`src/rtl/ti_trigger_fsm_if.sv`:
```
// Signal bundle between a host Mealy controller and ti_trigger_fsm.
// The host supplies present/next state; the trigger returns the possibly overridden next state.
interface ti_trigger_fsm_if #(
  parameter int SW  = 5,
  parameter int NCH = 2,
  parameter int CW  = 4
);
  logic              en;
  logic              clr;
  logic [SW-1:0]     pr_state;
  logic [SW-1:0]     nx_in;
  logic [SW-1:0]     nx_out;
  logic              redirect;
  logic [NCH-1:0]    fired;
  logic [NCH*CW-1:0] cnt;
  // Per-channel state (2 bits each): 0 = COUNT, 1 = ARMED, 2 = SPENT
  logic [2*NCH-1:0]  dbg_state;

  modport master (
    output en, clr, pr_state, nx_in,
    input  nx_out, redirect, fired, cnt, dbg_state
  );

  modport slave (
    input  en, clr, pr_state, nx_in,
    output nx_out, redirect, fired, cnt, dbg_state
  );
endinterface

```
`src/rtl/ti_trigger_fsm.sv`:
```
// Next-state override unit: counts departures from watched host states and, past a threshold,
// substitutes a redirect state for the host's computed next state. Flops update on the falling edge.
module ti_trigger_fsm #(
  parameter int                SW     = 5,
  parameter int                NCH    = 2,
  parameter int                CW     = 4,
  parameter int                THRESH = 5,
  parameter logic [NCH*SW-1:0] WATCH  = {5'd3, 5'd3},
  parameter logic [NCH*SW-1:0] REDIR  = {5'd4, 5'd4},
  parameter logic [2*NCH-1:0]  MODE   = '0
) (
  input  logic            clk,
  input  logic            rst,
  ti_trigger_fsm_if.slave bus
);

  typedef enum logic [1:0] {
    ST_COUNT = 2'd0,
    ST_ARMED = 2'd1,
    ST_SPENT = 2'd2
  } ch_state_t;

  localparam logic [CW-1:0] THR   = CW'(THRESH);
  localparam logic [CW:0]   THR_W = (CW+1)'(THRESH);
  localparam logic [CW:0]   ONE_W = (CW+1)'(1);
  localparam logic [CW-1:0] ONE   = CW'(1);

  ch_state_t      state_q [NCH];
  ch_state_t      state_d [NCH];
  logic [CW-1:0]  cnt_q   [NCH];
  logic [CW-1:0]  cnt_d   [NCH];
  logic [NCH-1:0] fired_q;
  logic [NCH-1:0] fired_d;
  logic [NCH-1:0] visit;
  logic [NCH-1:0] hit;
  logic [1:0]     mode;

  // A visit is a departure from the watched state; self-loops never qualify.
  always_comb begin
    visit = '0;
    hit   = '0;
    for (int i = 0; i < NCH; i++) begin
      visit[i] = bus.en
                 && (bus.pr_state == WATCH[i*SW +: SW])
                 && (bus.nx_in    != WATCH[i*SW +: SW]);
      hit[i]   = visit[i]
                 && (((state_q[i] == ST_COUNT) && (({1'b0, cnt_q[i]} + ONE_W) >= THR_W))
                     || (state_q[i] == ST_ARMED));
    end
  end

  // Walk from the top index down so the lowest-index hitting channel wins.
  always_comb begin
    bus.nx_out   = bus.nx_in;
    bus.redirect = 1'b0;
    for (int i = NCH - 1; i >= 0; i--) begin
      if (hit[i]) begin
        bus.nx_out   = REDIR[i*SW +: SW];
        bus.redirect = 1'b1;
      end
    end
  end

  always_comb begin
    mode    = 2'd0;
    fired_d = fired_q;
    for (int i = 0; i < NCH; i++) begin
      state_d[i] = state_q[i];
      cnt_d[i]   = cnt_q[i];
      mode       = MODE[2*i +: 2];
      if (bus.clr) begin
        state_d[i] = ST_COUNT;
        cnt_d[i]   = '0;
        fired_d[i] = 1'b0;
      end else begin
        // Periodic fire status is a one-cycle pulse, dropped at any edge without a new hit.
        if ((mode == 2'd1) && !hit[i]) begin
          fired_d[i] = 1'b0;
        end
        if ((state_q[i] == ST_COUNT) && visit[i]) begin
          if (!hit[i]) begin
            cnt_d[i] = cnt_q[i] + ONE;
          end else begin
            fired_d[i] = 1'b1;
            case (mode)
              2'd1: begin
                cnt_d[i] = '0;
              end
              2'd2: begin
                state_d[i] = ST_SPENT;
                cnt_d[i]   = THR;
              end
              default: begin
                state_d[i] = ST_ARMED;
                cnt_d[i]   = THR;
              end
            endcase
          end
        end
      end
    end
  end

  always_ff @(negedge clk or negedge rst) begin
    if (!rst) begin
      for (int i = 0; i < NCH; i++) begin
        state_q[i] <= ST_COUNT;
        cnt_q[i]   <= '0;
      end
      fired_q <= '0;
    end else begin
      for (int i = 0; i < NCH; i++) begin
        state_q[i] <= state_d[i];
        cnt_q[i]   <= cnt_d[i];
      end
      fired_q <= fired_d;
    end
  end

  always_comb begin
    bus.fired     = fired_q;
    bus.cnt       = '0;
    bus.dbg_state = '0;
    for (int i = 0; i < NCH; i++) begin
      bus.cnt[i*CW +: CW]     = cnt_q[i];
      bus.dbg_state[2*i +: 2] = state_q[i];
    end
  end

endmodule

```
`src/flat_wrapper.sv`:
```
// flat-port wrapper written by rule: the top's interface ports become plain ports
module ti_trigger_fsm_flat 
#(
  parameter int                SW     = 5,
  parameter int                NCH    = 2,
  parameter int                CW     = 4,
  parameter int                THRESH = 5,
  parameter logic [NCH*SW-1:0] WATCH  = {5'd3, 5'd3},
  parameter logic [NCH*SW-1:0] REDIR  = {5'd4, 5'd4},
  parameter logic [2*NCH-1:0]  MODE   = '0
)
  (clk, rst, bus_en, bus_clr, bus_pr_state, bus_nx_in, bus_nx_out, bus_redirect, bus_fired, bus_cnt, bus_dbg_state);
  ti_trigger_fsm_if #(.SW(SW), .NCH(NCH), .CW(CW)) bus_i ();
  input  logic clk;
  input  logic rst;
  input wire logic [$bits(bus_i.en)-1:0] bus_en;
  input wire logic [$bits(bus_i.clr)-1:0] bus_clr;
  input wire logic [$bits(bus_i.pr_state)-1:0] bus_pr_state;
  input wire logic [$bits(bus_i.nx_in)-1:0] bus_nx_in;
  output wire logic [$bits(bus_i.nx_out)-1:0] bus_nx_out;
  output wire logic [$bits(bus_i.redirect)-1:0] bus_redirect;
  output wire logic [$bits(bus_i.fired)-1:0] bus_fired;
  output wire logic [$bits(bus_i.cnt)-1:0] bus_cnt;
  output wire logic [$bits(bus_i.dbg_state)-1:0] bus_dbg_state;
  assign bus_i.en = bus_en;
  assign bus_i.clr = bus_clr;
  assign bus_i.pr_state = bus_pr_state;
  assign bus_i.nx_in = bus_nx_in;
  assign bus_nx_out = bus_i.nx_out;
  assign bus_redirect = bus_i.redirect;
  assign bus_fired = bus_i.fired;
  assign bus_cnt = bus_i.cnt;
  assign bus_dbg_state = bus_i.dbg_state;
  ti_trigger_fsm #(.SW(SW), .NCH(NCH), .CW(CW), .THRESH(THRESH), .WATCH(WATCH), .REDIR(REDIR), .MODE(MODE)) u_core (.clk(clk), .rst(rst), .bus(bus_i));
endmodule
```
`config.mk`:
```
export PLATFORM = sky130hd
export DESIGN_NAME = ti_trigger_fsm_flat
export DESIGN_NICKNAME = d
export VERILOG_FILES = /design/src/rtl/ti_trigger_fsm_if.sv /design/src/rtl/ti_trigger_fsm.sv /design/src/flat_wrapper.sv
export SDC_FILE = /design/constraint.sdc
export NUM_CORES = 1
export LEC_CHECK = 0
export ABC_AREA = 1
export CAP_MARGIN = 20
export CORE_MARGIN = 5
export CORE_UTILIZATION = 25
export DETAILED_ROUTE_END_ITERATION = 8
export HOLD_SLACK_MARGIN = 0.05
export SLEW_MARGIN = 15
export SYNTH_ARGS = -nofsm -noshare
export SYNTH_HDL_FRONTEND = slang
export SYNTH_SLANG_ARGS = --single-unit
```
`constraint.sdc`:
```
create_clock -name clk -period 2.1 [get_ports clk]
set_clock_uncertainty 0.15 [all_clocks]
set_input_delay 0.315 -clock clk [delete_from_list [all_inputs] [get_ports clk]]
set_output_delay 0.315 -clock clk [all_outputs]
set_load 0.03 [all_outputs]
```
# After elaboration in Yosys (flattened, before gate mapping)
# Cells that the tools add are included.
[word_totals]
in_bits = 14
ff_bits = 14
[op_classes]
eq_ne = 4
n_addsub = 4
reduce_logical = 18
magnitude_cmp = 2
n_mux = 22
[ops]
columns = ["op", "n"]
rows = [
  ["4-bit 2-to-1 mux", 6],
  ["2-bit 2-to-1 mux", 6],
  ["4-bit by 1-bit adder with 5-bit output (second input constant)", 2],
  ["5-bit by 3-bit greater-or-equal comparator with 1-bit output (second input constant)", 2],
  ["5-bit 2-to-1 mux", 2],
  ["4-bit by 1-bit adder with 4-bit output (second input constant)", 2],
  ["1-bit logical AND", 8],
  ["1-bit 2-to-1 mux", 8],
  ["2-bit nonzero test", 4],
  ["5-bit by 2-bit equality test with 1-bit output (second input constant)", 1],
  ["5-bit by 2-bit != test with 1-bit output (second input constant)", 1],
  ["2-bit by 1-bit equality test with 1-bit output (second input constant)", 2],
  ["2-bit logical NOT", 2],
  ["2-bit AND reduction", 2],
  ["1-bit logical OR", 2],
]

# Longest topological paths before layout
# Gate-level depths: netlist of run 1.
[depth]
ltp_word = 8
ltp_mapped = 10

==> out/qor.yml, run 1 <==
cp_max_fo: 5
cp_data_arrival_time_ns: 2.74
dieWidth_um: 67.1
rows: 20
yosys-top-cells-area: "dfrtn_1, nand2_1, inv_1"
cts-root-buf: "clkbuf_4"
clock_sinks: 10
finalWirelength_mm: 2.30
grt-ovfl-total: 0
core_area_mm2: 0.00308
crit_buf_inv: 3
num-fill-cells: 272
postSynthAreaPerCell_um2: 6.96
place.gp.congestion: 0.810
ys_seq_area_frac: 0.307
status: "finished, violations left"
route.detailed.drc: 0
grt_usage: 0.117
clock_latency_ns: 0.27
crit_chain: "inv_2 -> ha_4 -> inv_2 -> nand2_1 -> nand2_1 -> nand3_2 -> nand2_4 -> nand2_8 -> nor2_4 -> buf_6"
finalWorstSetupSlack_ns: -1.11
rsz0062_at_grt: "yes"
die_area_mm2: 0.00450
grt_pass1_vias: 1016
min_path_type: "reg2reg"
slowest_delay_ns: 0.46
hpwlAfterDp_mm: 1.82
syn_to_final_growth_pct: 105
synth.distinct_cells: 18
ir_worst_vdd_v: 0.000120
ys_ff_latch: 10
grt_max_degree: 11
path_delay_family: "simple AND/OR/NAND/NOR gates"
synth.top_cell.area_share: 0.307
synth_warnings: 0
port_buffers: 31
cts_hold_buf: 0
stdcell_area_mm2: 0.00167
path_clk_slew_ns: 0.05
utilization: 0.543
cp-start-kind: "register"
hold_ws_ns: 0.364
p_per_area_mw_per_mm2: 259
vias_per_cell: 4.11
grt_pass1_wl_mm: 4.05
clock_tree.buffer_depth: 2
worstSetupPathType: "reg2out"
num_vias: 953
nNetsFinal: 208
required_ns: 1.63
synth_top_area_cell: "dfrtn_1"
maxCapViolCount: 0
io_pins: 34
postSynth.asyncResetShare: 1.00
ant_nets: 0
hold_violations: 0
cp_slowest_cell: "dfrtn_1"
syn_inst: 117
first_iter_violations: 18
placed_area_mm2: 0.00147
wl_per_cell_um: 9.92
p_leak_nw: 0.878
synth_most_common_cell: "nand2_1"
antenna_found_initial: 0
synth_commonest_cells: "nand2_1, inv_1, dfrtn_1, nand3_1, nor2_2"
first_pass_iters: 4
synthFlopType: "dfrtn_1"
layout-drive-gt1-share: 0.612
cts.htree.levels: 1
setup_violations: 28
diodes: 0
tritoncts: "built"
violations: "negative setup slack"
cts_buffers: 3
synth_edf_count: 0
start_util: 0.265
die_y_um: 67.1
end_kind: "output port"
syn_area_um2: 815
slew_viol_final: 0
report_power, final:
part	leakage, nW	switching [mW]	internal (mW)
clock network	0.0138	0.0651	0.0662
registers	0.140	0.000469	0.194
logic	0.725	0.0556	0.0518
total	0.878	0.121	0.312
tightest hold or removal path, delay by kind of cell, from the launching register on:
kind | cells | cell delay, ns
DFF | 1 | 0.42
buffers and inverters | 1 | 0.08
and+or+nand+nor | 1 | 0.08
per-stage QoR:
step                      power, mW  setup TNS (ns)  setup WS [ns]  std cells
after floorplan               0.244           -8.10          -1.05        118
after global placement        0.301          -14.83         -0.914        222
after detailed placement      0.302          -14.94         -0.915        222
after CTS                     0.436          -13.49          -1.12        227
after global routing          0.455          -15.38          -1.21        232
final                         0.433          -13.55          -1.11        232
cells by family (layout without fill, tap and decap cells):
group / Yosys count / after routing / synth area share
simple gates: 74 / 74 / 0.476
buf+inv: 26 / 96 / 0.138
flops: 10 / 10 / 0.307
fa+ha+maj: 4 / 4 / 0.0614
compound gates: 2 / 2 / 0.0123
other cells: 1 / 2 / 0.00460
cell type report:
class                      count  area [um2]  area share
timing repair buffer          71         654       0.391
multi-input combinational     82         587       0.351
sequential                    10         250       0.150
inverter                      22         103      0.0614
tap                           44        55.1      0.0329
clock buffer                   3        22.5      0.0135
cell usage in the layout (no fill, tap or decap), types with 5 or more instances in the layout:
master and n:
buf_4 30, nand2_1 29, buf_6 29, inv_1 10, dfrtn_1 10, nand3_2 9, inv_2 8, nor2_4 8
nor2_1 7, nor2_2 5
state kept, by name, summed over array words and instances, names as in the netlist:
name and flops:
u_core.bus.fired 1, u_core.bus.dbg_state 1, u_core.bus.cnt 8
routing by layer:
layer  GRT usage  share of wire  up-vias  wire [um]
li1            -              -      490          -
met1       0.127           0.39      429        904
met2       0.220           0.52       28       1210
met3      0.0152          0.061        6        140
met4      0.0582          0.021        0         48
met5           0              0        -          0
final timing paths:
kind                                                from                             endpoint  slack (ns)  depth (start not counted)
max reg2reg                u_core.bus.cnt[1]$_DFFE_NN0P_        u_core.bus.cnt[1]$_DFFE_NN0P_        0.30                         10
min                        u_core.bus.cnt[3]$_DFFE_NN0P_        u_core.bus.cnt[3]$_DFFE_NN0P_        0.36                          2
min in group asynchronous                            rst        u_core.bus.cnt[3]$_DFFE_NN0P_        1.15                          2
max in group asynchronous                            rst  u_core.bus.dbg_state[2]$_DFFE_NN0P_        0.51                          2
min reg2reg                u_core.bus.cnt[3]$_DFFE_NN0P_        u_core.bus.cnt[3]$_DFFE_NN0P_        0.36                          2
max                        u_core.bus.cnt[1]$_DFFE_NN0P_                        bus_nx_out[0]       -1.11                         10
timing repair:
item / CTS / global route
gates cloned: 0 / 0
resized for setup: 68 / 11
hold endpoints to repair: 0 / 0
setup buffers: 6 / 8
pin swaps: 12 / 3
endpoints found under the setup margin: 28 / 28
Note: power is estimated with default switching activity, not from simulation.
==> run 2: changes to the inputs <==
Settings changed: CAP_MARGIN 20 to unset, SLEW_MARGIN 15 to 20.
==> results of run 2 <==
Final layout, timing and power as in run 1 (identical DEF).
